$ cat config.mk
export PLATFORM = sky130hd
export DESIGN_NAME = pc_fetch_unit
export DESIGN_NICKNAME = d
export VERILOG_FILES = /design/src/rtl/pc_fetch_unit.sv
export SDC_FILE = /design/constraint.sdc
export NUM_CORES = 1
export LEC_CHECK = 0
export BUFFER_PORTS_ARGS = -buffer_cell sky130_fd_sc_hd__buf_4
export CAP_MARGIN = 20
export CORE_AREA = 2 2 139 100
export DETAILED_ROUTE_END_ITERATION = 10
export DIE_AREA = 0 0 141 102
export PLACE_DENSITY = 0.74
export SYNTH_ARGS = -nofsm -noshare
export SYNTH_HDL_FRONTEND = slang
export SYNTH_SLANG_ARGS = --single-unit
$ cat constraint.sdc
create_clock -name clk -period 10.9 [get_ports clk]
set_input_delay 2.18 -clock clk [delete_from_list [all_inputs] [get_ports clk]]
set_output_delay 2.18 -clock clk [all_outputs]
set_load 0.01 [all_outputs]
$ cat src/rtl/pc_fetch_unit.sv
// ---------------------------------------------------------------------------
// pc_fetch_unit
//
// Program counter and next-PC stage that sits directly in front of the
// instruction ROM of the single-cycle CPU. It drives the ROM word address
// (pc) every cycle and receives the fetched instruction back in the same
// cycle. Only the control-flow opcodes (j, jal, beq, bne, jr) are decoded;
// everything else advances sequentially.
//
// Once an illegal fetch target is produced (misaligned or outside the ROM),
// the unit freezes in a sticky fault state until reset.
//
// Parameters:
//   RESET_PC   PC loaded on reset.
//   ROM_DEPTH  ROM depth in words; legal byte addresses are [0, ROM_DEPTH*4).
//
// Ports:
//   clk       in   1   system clock, rising-edge active
//   rst_n     in   1   asynchronous active-low reset
//   inst      in  32   instruction returned by the ROM for address pc
//   rs_data   in  32   register-file read of rs; jr target
//   zero      in   1   ALU equality flag (1 = operands equal)
//   stall     in   1   hold pc and instret this cycle
//   pc        out 32   current PC, ROM address
//   pc_plus4  out 32   pc + 4, also the jal link value
//   fault     out  1   sticky illegal-target flag
//   instret   out 32   retired-instruction count
// ---------------------------------------------------------------------------
module pc_fetch_unit #(
   parameter logic [31:0] RESET_PC  = 32'h0000_0000,
   parameter int unsigned ROM_DEPTH = 32
) (
   input  logic        clk,
   input  logic        rst_n,
   input  logic [31:0] inst,
   input  logic [31:0] rs_data,
   input  logic        zero,
   input  logic        stall,
   output logic [31:0] pc,
   output logic [31:0] pc_plus4,
   output logic        fault,
   output logic [31:0] instret
);

   localparam logic [31:0] PC_LIMIT = ROM_DEPTH * 4;

   localparam logic [5:0] OP_RTYPE = 6'b000000;
   localparam logic [5:0] OP_J     = 6'b000010;
   localparam logic [5:0] OP_JAL   = 6'b000011;
   localparam logic [5:0] OP_BEQ   = 6'b000100;
   localparam logic [5:0] OP_BNE   = 6'b000101;
   localparam logic [5:0] FN_JR    = 6'b001000;

   typedef enum logic {
      ST_RUN   = 1'b0,
      ST_FAULT = 1'b1
   } state_t;

   state_t      r_state;
   logic [31:0] r_pc;
   logic [31:0] r_instret;

   state_t      w_state_next;
   logic [31:0] w_pc_next;
   logic [31:0] w_instret_next;

   logic [31:0] w_pc_plus4;
   logic [31:0] w_target;
   logic [31:0] w_br_offset;
   logic        w_target_ok;
   logic [5:0]  w_opcode;
   logic [5:0]  w_funct;

   assign w_opcode    = inst[31:26];
   assign w_funct     = inst[5:0];
   assign w_pc_plus4  = r_pc + 32'd4;
   // Sign-extended word offset, shifted to a byte offset.
   assign w_br_offset = {{14{inst[15]}}, inst[15:0], 2'b00};

   // Target selection in decode priority order. Adds wrap modulo 2^32
   // before the range check below sees them.
   always_comb begin
      // NOTE: every signal written here gets a default first, so no path
      // leaves it unassigned and no latch is inferred.
      w_target = w_pc_plus4;
      if (w_opcode == OP_J || w_opcode == OP_JAL) begin
         w_target = {w_pc_plus4[31:28], inst[25:0], 2'b00};
      end else if (w_opcode == OP_RTYPE && w_funct == FN_JR) begin
         w_target = rs_data;
      end else if ((w_opcode == OP_BEQ && zero) ||
                   (w_opcode == OP_BNE && !zero)) begin
         w_target = w_pc_plus4 + w_br_offset;
      end
   end

   assign w_target_ok = (w_target[1:0] == 2'b00) && (w_target < PC_LIMIT);

   // Next-state logic. A stalled cycle never looks at the target, so an
   // illegal target only faults once the instruction would actually retire.
   always_comb begin
      w_state_next   = r_state;
      w_pc_next      = r_pc;
      w_instret_next = r_instret;
      case (r_state)
         ST_RUN: begin
            if (!stall) begin
               if (w_target_ok) begin
                  w_pc_next      = w_target;
                  w_instret_next = r_instret + 32'd1;
               end else begin
                  w_state_next = ST_FAULT;
               end
            end
         end
         ST_FAULT: begin
            // Frozen until reset: pc keeps the offending instruction's address.
         end
         default: begin
            w_state_next = ST_FAULT;
         end
      endcase
   end

   // NOTE: state registers use non-blocking assignments so every register
   // samples pre-edge values, independent of statement order.
   always_ff @(posedge clk or negedge rst_n) begin
      if (!rst_n) begin
         r_state   <= ST_RUN;
         r_pc      <= RESET_PC;
         r_instret <= 32'd0;
      end else begin
         r_state   <= w_state_next;
         r_pc      <= w_pc_next;
         r_instret <= w_instret_next;
      end
   end

   assign pc       = r_pc;
   assign pc_plus4 = w_pc_plus4;
   assign fault    = (r_state == ST_FAULT);
   assign instret  = r_instret;

endmodule

==> flow_metrics.env <==
export IMPL_avgSynthCellArea_um2=8.07
export IMPL_post_route_drc_count=0
export IMPL_cts_buffers=9
export IMPL_synth_cell_type_count=68
export IMPL_grt_max_degree=69
export IMPL_path_max_fanout=68
export IMPL_io_pins=165
export IMPL_cts_path_max_buffers=2
export IMPL_fill_cells=1227
export IMPL_hpwl_mm=16.7
export IMPL_layout_drive_gt1_share_pct=22.3
export IMPL_post_cts_buffers=0
export IMPL_via_count=6384
export IMPL_r2r_slack_ps=4990
export IMPL_cpMaxStageDelayCell="nor4_2"
export IMPL_fin_nets=971
export IMPL_post_route_period_util_pct=63.9
export IMPL_cts_sinks=65
export IMPL_cts_tree="yes"
export IMPL_fp_coreArea_mm2=0.0130
export IMPL_cp_startpoint="inst[29]"
export IMPL_cap_violations=0
export IMPL_slew_headroom_pct=24.5
export IMPL_gp_congestion=0.978
export IMPL_port_buffers=164
export IMPL_fp_dieH_um=102
export IMPL_path_buf_inv=2
export IMPL_cp_arrival_ps=7170
export IMPL_via_per_inst=6.13
export IMPL_ys_flop_type="dfrtp_1"
export IMPL_ctsResizeCount=0
export IMPL_peakVddDrop_v=0.0000954
export IMPL_critPathCaptureType="flip-flop"
export IMPL_die_area_mm2=0.0144
export IMPL_worstRegToRegCells=16
export IMPL_grt_total_usage_pct=28.9
export IMPL_startpoint_type="input port"
export IMPL_rows=35
export IMPL_seq_area_frac_synth_pct=27.6
export IMPL_fin_worst_skew_ps=7.99
export IMPL_slowest_delay_ps=960
export IMPL_min_path_type="flip-flop to flip-flop"
export IMPL_report_final_slew_viol_count=0
export IMPL_dr_pass1_iters=5
export IMPL_clockRootBuffer="clkbuf_16"
export IMPL_clk_latency_ps=320
export IMPL_syn_nets=831
export IMPL_grt_pass1_wl_mm=32.2
export IMPL_final_hold_viol_count=0
export IMPL_worstHoldEndpoint="instret[31]"
export IMPL_avgRoutedWirePerCell_um=20.1
export IMPL_status="completed"
export IMPL_hp_start="instret[31]"
export IMPL_drt_initial_drc_count=605
export IMPL_whs_path_depth=1
export IMPL_p_leak_nw=3.49
export IMPL_cp_data_required_time_ps=11100
export IMPL_worstReg2RegStart="pc[2]"
export IMPL_start_util_pct=45.3
export IMPL_ctsHoldBuffers=0
export IMPL_rsz0062_at_grt="no"
export IMPL_final_setup_viol_count=0
export IMPL_max_clock_freq_mhz=143
export IMPL_synth_common_cells="70 x nand2_1, 65 x dfrtp_1, 58 x xnor2_1"
export IMPL_yosysTopAreaCellShare_pct=27.6
export IMPL_diodes=0
export IMPL_worstMarginPinSlew_ps=1120
export IMPL_synth_edff_count=0
export IMPL_overflow=0
export IMPL_fin_util_pct=57.6
export IMPL_synth_area_leaders="dfrtp_1 28%, xnor2_1 8.6%, ha_1 6.8%"
export IMPL_synth_seq_cells=65
export IMPL_fin_setup_tns_ps=0
export IMPL_total_power_uw=619
export IMPL_critPathTopFamily="simple AND/OR/NAND/NOR gates"
export IMPL_layout_min_cycle_time_ps=6970
export IMPL_worstSetupPathType="input port to flip-flop"
export IMPL_p_per_area_mw_per_mm2=82.6
export IMPL_yosysWarnings=0
export IMPL_synthCells=730
export IMPL_netlist_area_mm2=0.00589
export IMPL_post_synth_top_count_cell="nand2_1"
export IMPL_synth_top_cell_by_area="dfrtp_1"
export IMPL_htree_levels=3
export IMPL_crit_chain="buf_4 > nor4_2 > nand3_1 > o32ai_1 > nor4_1 > or4_1 > nor4_1 > or4b_4 > nor4_4 > buf_4 > mux2_2"
export IMPL_r2r_end="pc[4]"
export IMPL_synthArstFlopShare_pct=100
export IMPL_area_growth_pct=27.1
export IMPL_die_w_um=141
export IMPL_ant_nets=0
export IMPL_grt_pass1_vias=5745
export IMPL_drt_total_wl_mm=20.9
export IMPL_grt_antenna_before_repair=0
export IMPL_clk_pin_slew_ps=50
[final cells by class]
type                       instances  area, um^2  area share (%)
tap                              166         208            2.77
sequential                        65        1630            21.7
clock buffer                      14         274            3.66
multi-input combinational        611        4040            53.9
clock inverter                     2        35.0           0.468
inverter                          17        63.8           0.852
timing repair buffer             166        1250            16.6
[metal layers]
layer,GRT usage (%),vias to the layer above,wire length (um)
li1,-,2984,-
met1,44.8,3021,10000
met2,40.5,340,8530
met3,6.33,39,1920
met4,6.92,0,397
met5,0,-,0
[how the worst max path moves through the flow]
| stage | slack (ps) | end | cells after the start |
|---|---|---|---|
| 3_3_place_gp | 3870 | pc[4] | 11 |
| 3_5_place_dp | 3750 | pc[4] | 11 |
| 6_report | 3930 | pc[4] | 11 |
| 2_1_floorplan | 5110 | instret[1] | 13 |
| 5_1_grt | 3670 | instret[12] | 12 |
| 4_1_cts | 4080 | pc[4] | 11 |
[through the flow]
stage | cells | setup WS [ps] | hold slack (ps) | area (um^2)
floorplan | 730 | 5110 | 507 | 5890
global placement | 1025 | 3870 | 464 | 7180
detailed placement | 1025 | 3750 | 471 | 7180
CTS | 1041 | 4080 | 477 | 7490
global route | 1041 | 3670 | 506 | 7490
finish | 1041 | 3930 | 475 | 7490
[state kept, by name, summed over array words and instances, names as in the netlist]
| register | cells |
|---|---|
| fault | 1 |
| pc | 32 |
| instret | 32 |
[kinds of logic after synthesis]
family / after synthesis / synth area share [%]
xor gates and xnor gates: 79 / 11.7
AOI/OAI and AO/OA: 171 / 19.2
and+or+nand+nor: 321 / 29.1
buffers and inverters: 54 / 3.97
adders and majority gates: 33 / 7.13
DFF: 65 / 27.6
muxes: 7 / 1.27
[power breakdown]
group	switching [mW]	internal, mW	total, mW	leakage (nW)
clock network	0.0957	0.195	0.291	0.153
registers	0.000616	0.242	0.243	0.883
logic	0.0496	0.0357	0.0852	2.46
[placed cells by master (no fill, tap or decap), drive strengths merged, types with 14 or more instances in the layout]
cell type and count:
xnor2 58, nor3 27, inv 17, a21oi 39, nand2 71, nor2 48, nor2b 26, o21ai 31
and3 22, clkbuf 14, nand4 35, buf 166, o211ai 18, xor2 21, nand3 41, ha 32
dfrtp 65
No activity file was read; power rests on OpenSTA's default activity.
